==> src/rtl/ks_pkg.sv <==
`default_nettype none
// ============================================================================
// Module      : ks_pkg
// Description : Shared types for the Karplus-Strong note sequencer: FSM state
//               encoding and the queued note command record.
// Revision    : 1.0 - initial release
// ============================================================================
package ks_pkg;

    // Field widths of the queued command record. The sequencer's DATA_WIDTH
    // and DUR_WIDTH parameters default to these and must stay equal to them.
    localparam int KS_DATA_WIDTH = 8;
    localparam int KS_DUR_WIDTH  = 16;

    typedef enum logic [2:0] {
        S_IDLE    = 3'd0,
        S_LOAD    = 3'd1,
        S_PLUCK   = 3'd2,
        S_BURST   = 3'd3,
        S_PLAY    = 3'd4,
        S_SUSTAIN = 3'd5
    } ks_state_e;

    typedef struct packed {
        logic [KS_DATA_WIDTH-1:0] period;
        logic [KS_DUR_WIDTH-1:0]  dur;
        logic                     drum;
        logic                     dyn_en;
        logic [KS_DATA_WIDTH-1:0] dyn_R;
    } ks_note_cmd_t;

endpackage
`default_nettype wire

==> src/rtl/ks_cmd_fifo.sv <==
`default_nettype none
// ============================================================================
// Module      : ks_cmd_fifo
// Description : Synchronous FIFO of note commands with full/empty flags and a
//               flush that empties it in one cycle. Read data is the head entry.
// Revision    : 1.0 - initial release
// ============================================================================
module ks_cmd_fifo
    import ks_pkg::*;
#(
    parameter int DEPTH = 4
) (
    input  logic         clk_i,
    input  logic         rst_n,
    input  logic         flush_i,
    input  logic         push_i,
    input  ks_note_cmd_t data_i,
    input  logic         pop_i,
    output ks_note_cmd_t data_o,
    output logic         full_o,
    output logic         empty_o
);

    localparam int c_aw = $clog2(DEPTH);

    // Pointers carry one extra wrap bit so full and empty are distinguishable.
    logic [c_aw:0]  wr_ptr_q;
    logic [c_aw:0]  rd_ptr_q;
    ks_note_cmd_t   mem_q [DEPTH];

    logic           w_full;
    logic           w_empty;
    logic           w_do_push;
    logic           w_do_pop;

    assign w_empty   = (wr_ptr_q == rd_ptr_q);
    assign w_full    = (wr_ptr_q[c_aw] != rd_ptr_q[c_aw]) &&
                       (wr_ptr_q[c_aw-1:0] == rd_ptr_q[c_aw-1:0]);
    assign w_do_push = push_i && !w_full && !flush_i;
    assign w_do_pop  = pop_i && !w_empty && !flush_i;

    // Pointer update; flush discards every stored entry.
    always_ff @(posedge clk_i) begin
        if (!rst_n || flush_i) begin
            wr_ptr_q <= '0;
            rd_ptr_q <= '0;
        end else begin
            if (w_do_push) wr_ptr_q <= wr_ptr_q + (c_aw+1)'(1);
            if (w_do_pop)  rd_ptr_q <= rd_ptr_q + (c_aw+1)'(1);
        end
    end

    // Entry storage; data needs no reset since the pointers gate visibility.
    always_ff @(posedge clk_i) begin
        if (w_do_push) mem_q[wr_ptr_q[c_aw-1:0]] <= data_i;
    end

    assign data_o  = mem_q[rd_ptr_q[c_aw-1:0]];
    assign full_o  = w_full;
    assign empty_o = w_empty;

endmodule
`default_nettype wire

==> src/rtl/ks_note_sequencer.sv <==
`default_nettype none
// ============================================================================
// Module      : ks_note_sequencer
// Description : Plays queued note commands on one ks_string voice: latches the
//               note config, runs the pluck and noise-burst window unfrozen,
//               then releases the string once per sample tick for the note
//               duration and lets it decay in SUSTAIN.
// Revision    : 1.0 - initial release
// ============================================================================
module ks_note_sequencer
    import ks_pkg::*;
#(
    parameter int MAX_LENGTH   = 64,
    parameter int DATA_WIDTH   = KS_DATA_WIDTH,
    parameter int DUR_WIDTH    = KS_DUR_WIDTH,
    parameter int DIV_WIDTH    = 16,
    parameter int FIFO_DEPTH   = 4,
    parameter int PLUCK_CYCLES = 3,
    parameter int BURST_MARGIN = 2
) (
    input  logic                  clk_i,
    input  logic                  rst_n,
    input  logic                  cmd_valid_i,
    output logic                  cmd_ready_o,
    input  logic [DATA_WIDTH-1:0] cmd_period_i,
    input  logic [DUR_WIDTH-1:0]  cmd_dur_i,
    input  logic                  cmd_drum_i,
    input  logic                  cmd_dyn_en_i,
    input  logic [DATA_WIDTH-1:0] cmd_dyn_R_i,
    input  logic [DIV_WIDTH-1:0]  sample_div_i,
    input  logic                  abort_i,
    input  logic                  stop_i,
    output logic                  pluck_o,
    output logic                  freeze_o,
    output logic [DATA_WIDTH-1:0] period_o,
    output logic                  drum_string_no,
    output logic                  dyn_en_o,
    output logic [DATA_WIDTH-1:0] dyn_R_o,
    output logic                  sample_strobe_o,
    output logic                  note_done_o,
    output logic                  busy_o
);

    localparam logic [DATA_WIDTH-1:0] c_min_period = DATA_WIDTH'(2);
    localparam logic [DATA_WIDTH-1:0] c_max_period = DATA_WIDTH'(MAX_LENGTH);
    localparam logic [DUR_WIDTH-1:0]  c_pluck_last = DUR_WIDTH'(PLUCK_CYCLES - 1);

    ks_state_e             state_q;
    logic [DUR_WIDTH-1:0]  phase_q;     // cycles in PLUCK/BURST, ticks in PLAY
    logic [DIV_WIDTH-1:0]  dcnt_q;      // sample divider position this cycle
    logic [DUR_WIDTH-1:0]  dur_q;
    logic                  pluck_q;
    logic                  freeze_q;
    logic [DATA_WIDTH-1:0] period_q;
    logic                  drum_q;
    logic                  dyn_en_q;
    logic [DATA_WIDTH-1:0] dyn_R_q;
    logic                  strobe_q;
    logic                  done_q;

    ks_note_cmd_t          w_head;
    ks_note_cmd_t          w_cmd_in;
    logic                  w_full;
    logic                  w_empty;
    logic                  w_push;
    logic                  w_pop;

    logic [DATA_WIDTH-1:0] w_period_clamped;
    logic [DUR_WIDTH-1:0]  w_dur_fixed;
    logic [DUR_WIDTH-1:0]  w_burst_last;
    logic [DUR_WIDTH-1:0]  w_phase_inc;
    logic [DIV_WIDTH-1:0]  w_lim;
    logic [DIV_WIDTH-1:0]  w_div_run;
    logic                  w_tick_run;
    logic                  w_tick_entry;
    logic [DUR_WIDTH-1:0]  w_cnt_run;
    logic [DUR_WIDTH:0]    w_cnt_plus;
    logic                  w_done_run;

    // No bypass: a full queue refuses even when it pops this cycle.
    assign cmd_ready_o = rst_n && !w_full && !abort_i;
    assign w_push      = cmd_valid_i && cmd_ready_o;
    assign w_pop       = (state_q == S_LOAD);

    assign w_cmd_in = '{period: cmd_period_i, dur: cmd_dur_i, drum: cmd_drum_i,
                        dyn_en: cmd_dyn_en_i, dyn_R: cmd_dyn_R_i};

    ks_cmd_fifo #(
        .DEPTH   (FIFO_DEPTH)
    ) u_fifo (
        .clk_i   (clk_i),
        .rst_n   (rst_n),
        .flush_i (abort_i),
        .push_i  (w_push),
        .data_i  (w_cmd_in),
        .pop_i   (w_pop),
        .data_o  (w_head),
        .full_o  (w_full),
        .empty_o (w_empty)
    );

    // Next-cycle config, phase and sample-tick values evaluated ahead of the edge
    // so every output can be registered.
    always_comb begin
        w_period_clamped = w_head.period;
        if (w_head.period < c_min_period)      w_period_clamped = c_min_period;
        else if (w_head.period > c_max_period) w_period_clamped = c_max_period;

        w_dur_fixed  = (w_head.dur == '0) ? DUR_WIDTH'(1) : w_head.dur;
        w_burst_last = DUR_WIDTH'(period_q) + DUR_WIDTH'(BURST_MARGIN - 1);
        w_phase_inc  = (phase_q == '1) ? phase_q : phase_q + DUR_WIDTH'(1);

        // A divider of 0 or 1 ticks every cycle. A divider sitting beyond a
        // newly lowered limit wraps to 0 instead of running on.
        w_lim        = (sample_div_i <= DIV_WIDTH'(1)) ? '0 : sample_div_i - DIV_WIDTH'(1);
        w_div_run    = (strobe_q || (dcnt_q >= w_lim)) ? '0 : dcnt_q + DIV_WIDTH'(1);
        w_tick_run   = (w_div_run == w_lim);
        w_tick_entry = (w_lim == '0);

        // Ticks completed including this cycle, then done when the next tick
        // is the last one of the note.
        w_cnt_run    = (strobe_q && (phase_q != '1)) ? phase_q + DUR_WIDTH'(1) : phase_q;
        w_cnt_plus   = {1'b0, w_cnt_run} + (DUR_WIDTH+1)'(1);
        w_done_run   = w_tick_run && (w_cnt_plus >= {1'b0, dur_q});
    end

    // Note sequencing FSM with all outputs registered alongside the state.
    always_ff @(posedge clk_i) begin
        if (!rst_n) begin
            state_q  <= S_IDLE;
            phase_q  <= '0;
            dcnt_q   <= '0;
            dur_q    <= DUR_WIDTH'(1);
            pluck_q  <= 1'b0;
            freeze_q <= 1'b1;
            period_q <= c_min_period;
            drum_q   <= 1'b0;
            dyn_en_q <= 1'b0;
            dyn_R_q  <= '0;
            strobe_q <= 1'b0;
            done_q   <= 1'b0;
        end else if (abort_i) begin
            state_q  <= S_IDLE;
            phase_q  <= '0;
            pluck_q  <= 1'b0;
            freeze_q <= 1'b1;
            strobe_q <= 1'b0;
            done_q   <= 1'b0;
        end else begin
            case (state_q)
                S_IDLE: begin
                    pluck_q  <= 1'b0;
                    freeze_q <= 1'b1;
                    strobe_q <= 1'b0;
                    done_q   <= 1'b0;
                    if (!w_empty) state_q <= S_LOAD;
                end
                S_LOAD: begin
                    period_q <= w_period_clamped;
                    dur_q    <= w_dur_fixed;
                    drum_q   <= w_head.drum;
                    dyn_en_q <= w_head.dyn_en;
                    dyn_R_q  <= w_head.dyn_R;
                    phase_q  <= '0;
                    pluck_q  <= 1'b1;
                    freeze_q <= 1'b0;
                    state_q  <= S_PLUCK;
                end
                S_PLUCK: begin
                    if (phase_q == c_pluck_last) begin
                        phase_q <= '0;
                        pluck_q <= 1'b0;
                        state_q <= S_BURST;
                    end else begin
                        phase_q <= w_phase_inc;
                    end
                end
                S_BURST: begin
                    if (phase_q == w_burst_last) begin
                        phase_q  <= '0;
                        dcnt_q   <= '0;
                        strobe_q <= w_tick_entry;
                        freeze_q <= !w_tick_entry;
                        done_q   <= w_tick_entry && (dur_q == DUR_WIDTH'(1));
                        state_q  <= S_PLAY;
                    end else begin
                        phase_q <= w_phase_inc;
                    end
                end
                S_PLAY: begin
                    if (done_q) begin
                        done_q <= 1'b0;
                        if (!w_empty) begin
                            freeze_q <= 1'b1;
                            strobe_q <= 1'b0;
                            state_q  <= S_LOAD;
                        end else begin
                            dcnt_q   <= w_div_run;
                            strobe_q <= w_tick_run;
                            freeze_q <= !w_tick_run;
                            state_q  <= S_SUSTAIN;
                        end
                    end else begin
                        dcnt_q   <= w_div_run;
                        phase_q  <= w_cnt_run;
                        strobe_q <= w_tick_run;
                        freeze_q <= !w_tick_run;
                        done_q   <= w_done_run;
                    end
                end
                S_SUSTAIN: begin
                    if (!w_empty) begin
                        freeze_q <= 1'b1;
                        strobe_q <= 1'b0;
                        state_q  <= S_LOAD;
                    end else if (stop_i) begin
                        freeze_q <= 1'b1;
                        strobe_q <= 1'b0;
                        state_q  <= S_IDLE;
                    end else begin
                        dcnt_q   <= w_div_run;
                        strobe_q <= w_tick_run;
                        freeze_q <= !w_tick_run;
                    end
                end
                default: begin
                    pluck_q  <= 1'b0;
                    freeze_q <= 1'b1;
                    strobe_q <= 1'b0;
                    done_q   <= 1'b0;
                    state_q  <= S_IDLE;
                end
            endcase
        end
    end

    assign pluck_o         = pluck_q;
    assign freeze_o        = freeze_q;
    assign period_o        = period_q;
    assign drum_string_no  = drum_q;
    assign dyn_en_o        = dyn_en_q;
    assign dyn_R_o         = dyn_R_q;
    assign sample_strobe_o = strobe_q;
    assign note_done_o     = done_q;
    assign busy_o          = (state_q != S_IDLE);

endmodule
`default_nettype wire

==> config.mk <==
export PLATFORM = sky130hd
export DESIGN_NAME = ks_note_sequencer
export DESIGN_NICKNAME = d
export VERILOG_FILES = /design/src/rtl/ks_pkg.sv /design/src/rtl/ks_cmd_fifo.sv /design/src/rtl/ks_note_sequencer.sv
export SDC_FILE = /design/constraint.sdc
export NUM_CORES = 1
export LEC_CHECK = 0
export ABC_AREA = 1
export CAP_MARGIN = 20
export CORE_MARGIN = 4
export CORE_UTILIZATION = 24
export CTS_BUF_LIST = sky130_fd_sc_hd__clkbuf_4
export CTS_CLUSTER_SIZE = 40
export DETAILED_ROUTE_END_ITERATION = 16
export SKIP_CTS_REPAIR_TIMING = 1
export SKIP_LAST_GASP = 1
export SYNTH_ARGS = -nofsm -noshare
export SYNTH_HDL_FRONTEND = slang
export SYNTH_SLANG_ARGS = --single-unit
==> constraint.sdc <==
create_clock -name clk_i -period 6.1 [get_ports clk_i]
set_input_delay 0.915 -clock clk_i [delete_from_list [all_inputs] [get_ports clk_i]]
set_output_delay 0.915 -clock clk_i [all_outputs]
set_load 0.05 [all_outputs]
==> metrics.log <==
INFO  metric cts_tree = done
INFO  metric path_class = in2out
INFO  metric outcome = complete, no violations
INFO  metric clock.fmax = 219 MHz
INFO  metric reg2reg_depth = 26
INFO  metric layout-drive-gt1-share = 0.0899
INFO  metric routed_wire_length_per_instance = 14.8 µm
INFO  metric share_clk_of_total_power = 0.421
INFO  metric synth_nets = 1588
INFO  metric syn-mean-instance-area = 8.08 µm²
INFO  metric switching_power = 0.805 mW
INFO  metric leakage = 5.64 nW
INFO  metric floorplan.die.width = 232 µm
INFO  metric hold_viol_final = 0
INFO  metric gpl.final_weighted_congestion = 0.853
INFO  metric start_point_of_the_worst_min_delay_path = u_fifo.rd_ptr_q[2]
INFO  metric p_int = 2.41 mW
INFO  metric maximum_number_of_pins_on_one_net_before_global_route_repair = 69
INFO  metric die_footprint = 53800 µm²
INFO  metric setup.worst_path.start_class = input port
INFO  metric clock_sink_count = 217
INFO  metric htree_levels = 2
INFO  metric detail_route.vias_per_cell = 4.55
INFO  metric detailedRoute.firstIterationViolations = 680
INFO  metric ys_seq_elements = 217
INFO  metric postSynthCellCount = 1489
INFO  metric most_frequent_standard_cell_in_the_layout_excluding_fill_and_tap_cells = sky130_fd_sc_hd__nand2_1
INFO  metric die_y = 232 µm
INFO  metric skew = 0.0425 ns
INFO  metric rsz_0062_raised_after_global_routing = no
INFO  metric grt_first_pass_wirelength = 54300 µm
INFO  metric route.final.wire_length = 34100 µm
INFO  metric final_cell_mix = sky130_fd_sc_hd__nand2_1 (369), sky130_fd_sc_hd__nor2_1 (163), sky130_fd_sc_hd__inv_1 (153)
INFO  metric place.port_buffers = 78
INFO  metric setup.worst_path.end_class = primary output
INFO  metric critPathMaxFanout = 30
INFO  metric power.density_cell_area = 224 nW/µm²
INFO  metric final_core_utilization = 0.291
INFO  metric post-dp-hpwl = 24100 µm
INFO  metric comb_power_share = 0.086
INFO  metric cts_buffers = 57
INFO  metric crit-reg2reg-capture = note_done_o
INFO  metric detail-route-antenna-nets = 0
INFO  metric hold_depth = 2
INFO  metric grt_overflow_total = 0
INFO  metric totalNegativeSetupSlack = 0 ns
INFO  metric syn_to_final_growth = 19.2%
INFO  metric reg2reg_slack = 1.59 ns
INFO  metric worstMarginPinSlew = 1.10 ns
INFO  metric setup_violations = 0
INFO  metric seq_area_frac_synth = 0.474
INFO  metric period_minus_slack = 4.57 ns
INFO  metric boundaryPins = 79
INFO  metric drt-pass1-iter-count = 8
INFO  metric initial_core_util = 0.244
INFO  metric cap_viol_max_count = 0
INFO  metric final_net_count = 1686
INFO  metric worstSkewPairLatency = 0.70 ns
INFO  metric cp_data_required_time = 5.18 ns
INFO  metric yosysUniqueCellTypes = 46
INFO  metric cts_root_buffer = sky130_fd_sc_hd__clkbuf_4
INFO  metric cts.reportedPaths.clkPinSlew = 0.07 ns
INFO  metric largest_voltage_drop_on_the_vdd_net = 172 µV
INFO  metric seq_power_share = 0.493
INFO  metric routed-via-count = 10471
INFO  metric core_region_area = 49300 µm²
INFO  metric worst_ep_arrival_time = 3.66 ns
INFO  metric switching_share = 0.250
INFO  metric slew-limit-headroom = 0.266
INFO  metric final-max-slew-violation-count = 0
INFO  metric drt_drc_violations_left = 0
INFO  metric fp-row-count = 81
INFO  metric clock_tree.buffer_depth = 3
INFO  metric hold_end = u_fifo.rd_ptr_q[2]
INFO  metric min_path_type = reg2reg
INFO  metric r2r_start = phase_q[0]
INFO  metric global_router_s_overall_resource_usage = 0.125
INFO  metric synthesis.yosys.warnings = 0
INFO  metric grt_pass1_vias = 10100
INFO  metric post_synth_design_cell_area = 12000 µm²
INFO  metric number_of_antenna_violations_at_the_first_check_in_global_routing = 3
INFO  metric final.period_utilization = 0.749
kinds of logic (layout without fill, tap and decap cells):
| logic type | count (synthesis) | count (layout) | share of synthesized area |
|---|---|---|---|
| compound gates | 250 | 250 | 0.118 |
| xor+xnor | 50 | 50 | 0.0364 |
| fa+ha+maj | 44 | 44 | 0.0457 |
| buf+inv | 210 | 357 | 0.0694 |
| flops | 217 | 217 | 0.474 |
| other cells | 0 | 2 | 0 |
| simple gates | 718 | 718 | 0.257 |
state kept, by name (all words and copies together) (netlist names), named ones only:
register / flops
u_fifo.rd_ptr_q: 3
dcnt_q: 16
note_done_o: 1
state_q: 3
dyn_R_o: 8
u_fifo.wr_ptr_q: 3
period_o: 8
phase_q: 16
pluck_o: 1
drum_string_no: 1
freeze_o: 1
sample_strobe_o: 1
u_fifo.mem_q: 136
dur_q: 16
dyn_en_o: 1
per-stage QoR:
step	instances	hold slack (ns)	worst slack (ns)	power, mW	instance area [µm²]
after floorplan	1489	0.442	2.27	1.77	12000
after global placement	2192	0.451	1.04	1.90	13500
after detailed placement	2192	0.464	0.971	1.90	13500
after CTS	2300	0.482	1.45	3.28	14400
after global routing	2302	0.494	1.11	3.39	14400
final	2302	0.485	1.53	3.22	14400
metal layers:
layer | global-route usage | vias up | routed length [µm]
met5 | 0 | - | 13
met4 | 0.0338 | 2 | 631
met3 | 0.0244 | 48 | 1850
met2 | 0.210 | 253 | 16000
met1 | 0.163 | 4907 | 15600
li1 | - | 5261 | -
power groups by stage:
stage	Sequential (mW)	Clock, mW	Combinational, mW
2_1_floorplan	1.63	0	0.140
4_1_cts	1.59	1.41	0.279
3_5_place_dp	1.62	0	0.277
3_3_place_gp	1.62	0	0.277
5_1_grt	1.59	1.50	0.306
6_report	1.59	1.36	0.277
synthesized netlist by cell type (all sizes together):
cell type  number  area [µm²]
o221ai          1        8.76
a32oi           3        26.3
clkbuf         38         143
a311oi          1        8.76
inv           155         582
buf            15         104
o21bai          2        15.0
edfxtp        136        4080
xor2           35         307
xnor2          15         131
dfxtp          81        1620
nor3           18         100
o21a            2        15.0
and3            1        6.26
nand4          41         272
nand3b          1        7.51
nand3          90         465
a21boi          1        7.51
clkinv          2        7.51
o211ai          1        7.51
a21oi         102         522
nand2         378        1460
nor2          178         703
a31oi          11        68.8
nor3b           3        22.5
ha             44         551
nor4            8        50.1
a211oi          4        30.0
o21ai          99         507
a32o           16         160
o22ai           7        43.8
final cells by class:
class | count | area [µm²]
multi-input combinational | 1062 | 5530
tap | 664 | 831
clock buffer | 87 | 653
clock inverter | 21 | 150
sequential | 217 | 5710
antenna | 2 | 5.00
timing repair buffer | 92 | 886
fill | 5406 | 34900
inverter | 157 | 589
worst max-delay path, stage by stage:
cell	delay (ns)
sky130_fd_sc_hd__clkdlybuf4s50_1	0.46
sky130_fd_sc_hd__buf_4	0.32
sky130_fd_sc_hd__inv_1	0.45
sky130_fd_sc_hd__nor2_1	0.49
sky130_fd_sc_hd__nand2_1	0.11
sky130_fd_sc_hd__inv_1	0.09
sky130_fd_sc_hd__clkdlybuf4s50_1	0.80
how the worst max path moves through the flow:
stage,from,end,slack (ns),cells after the start
CTS,rst_n,cmd_ready_o,1.45,7
global placement,sample_div_i[0],freeze_o,1.04,27
finish,rst_n,cmd_ready_o,1.53,7
floorplan,rst_n,u_fifo.mem_q[3][0],2.27,6
global route,sample_div_i[0],sample_strobe_o,1.11,24
detailed placement,sample_div_i[0],sample_strobe_o,0.97,26
Note: power is estimated with default switching activity, not from simulation.
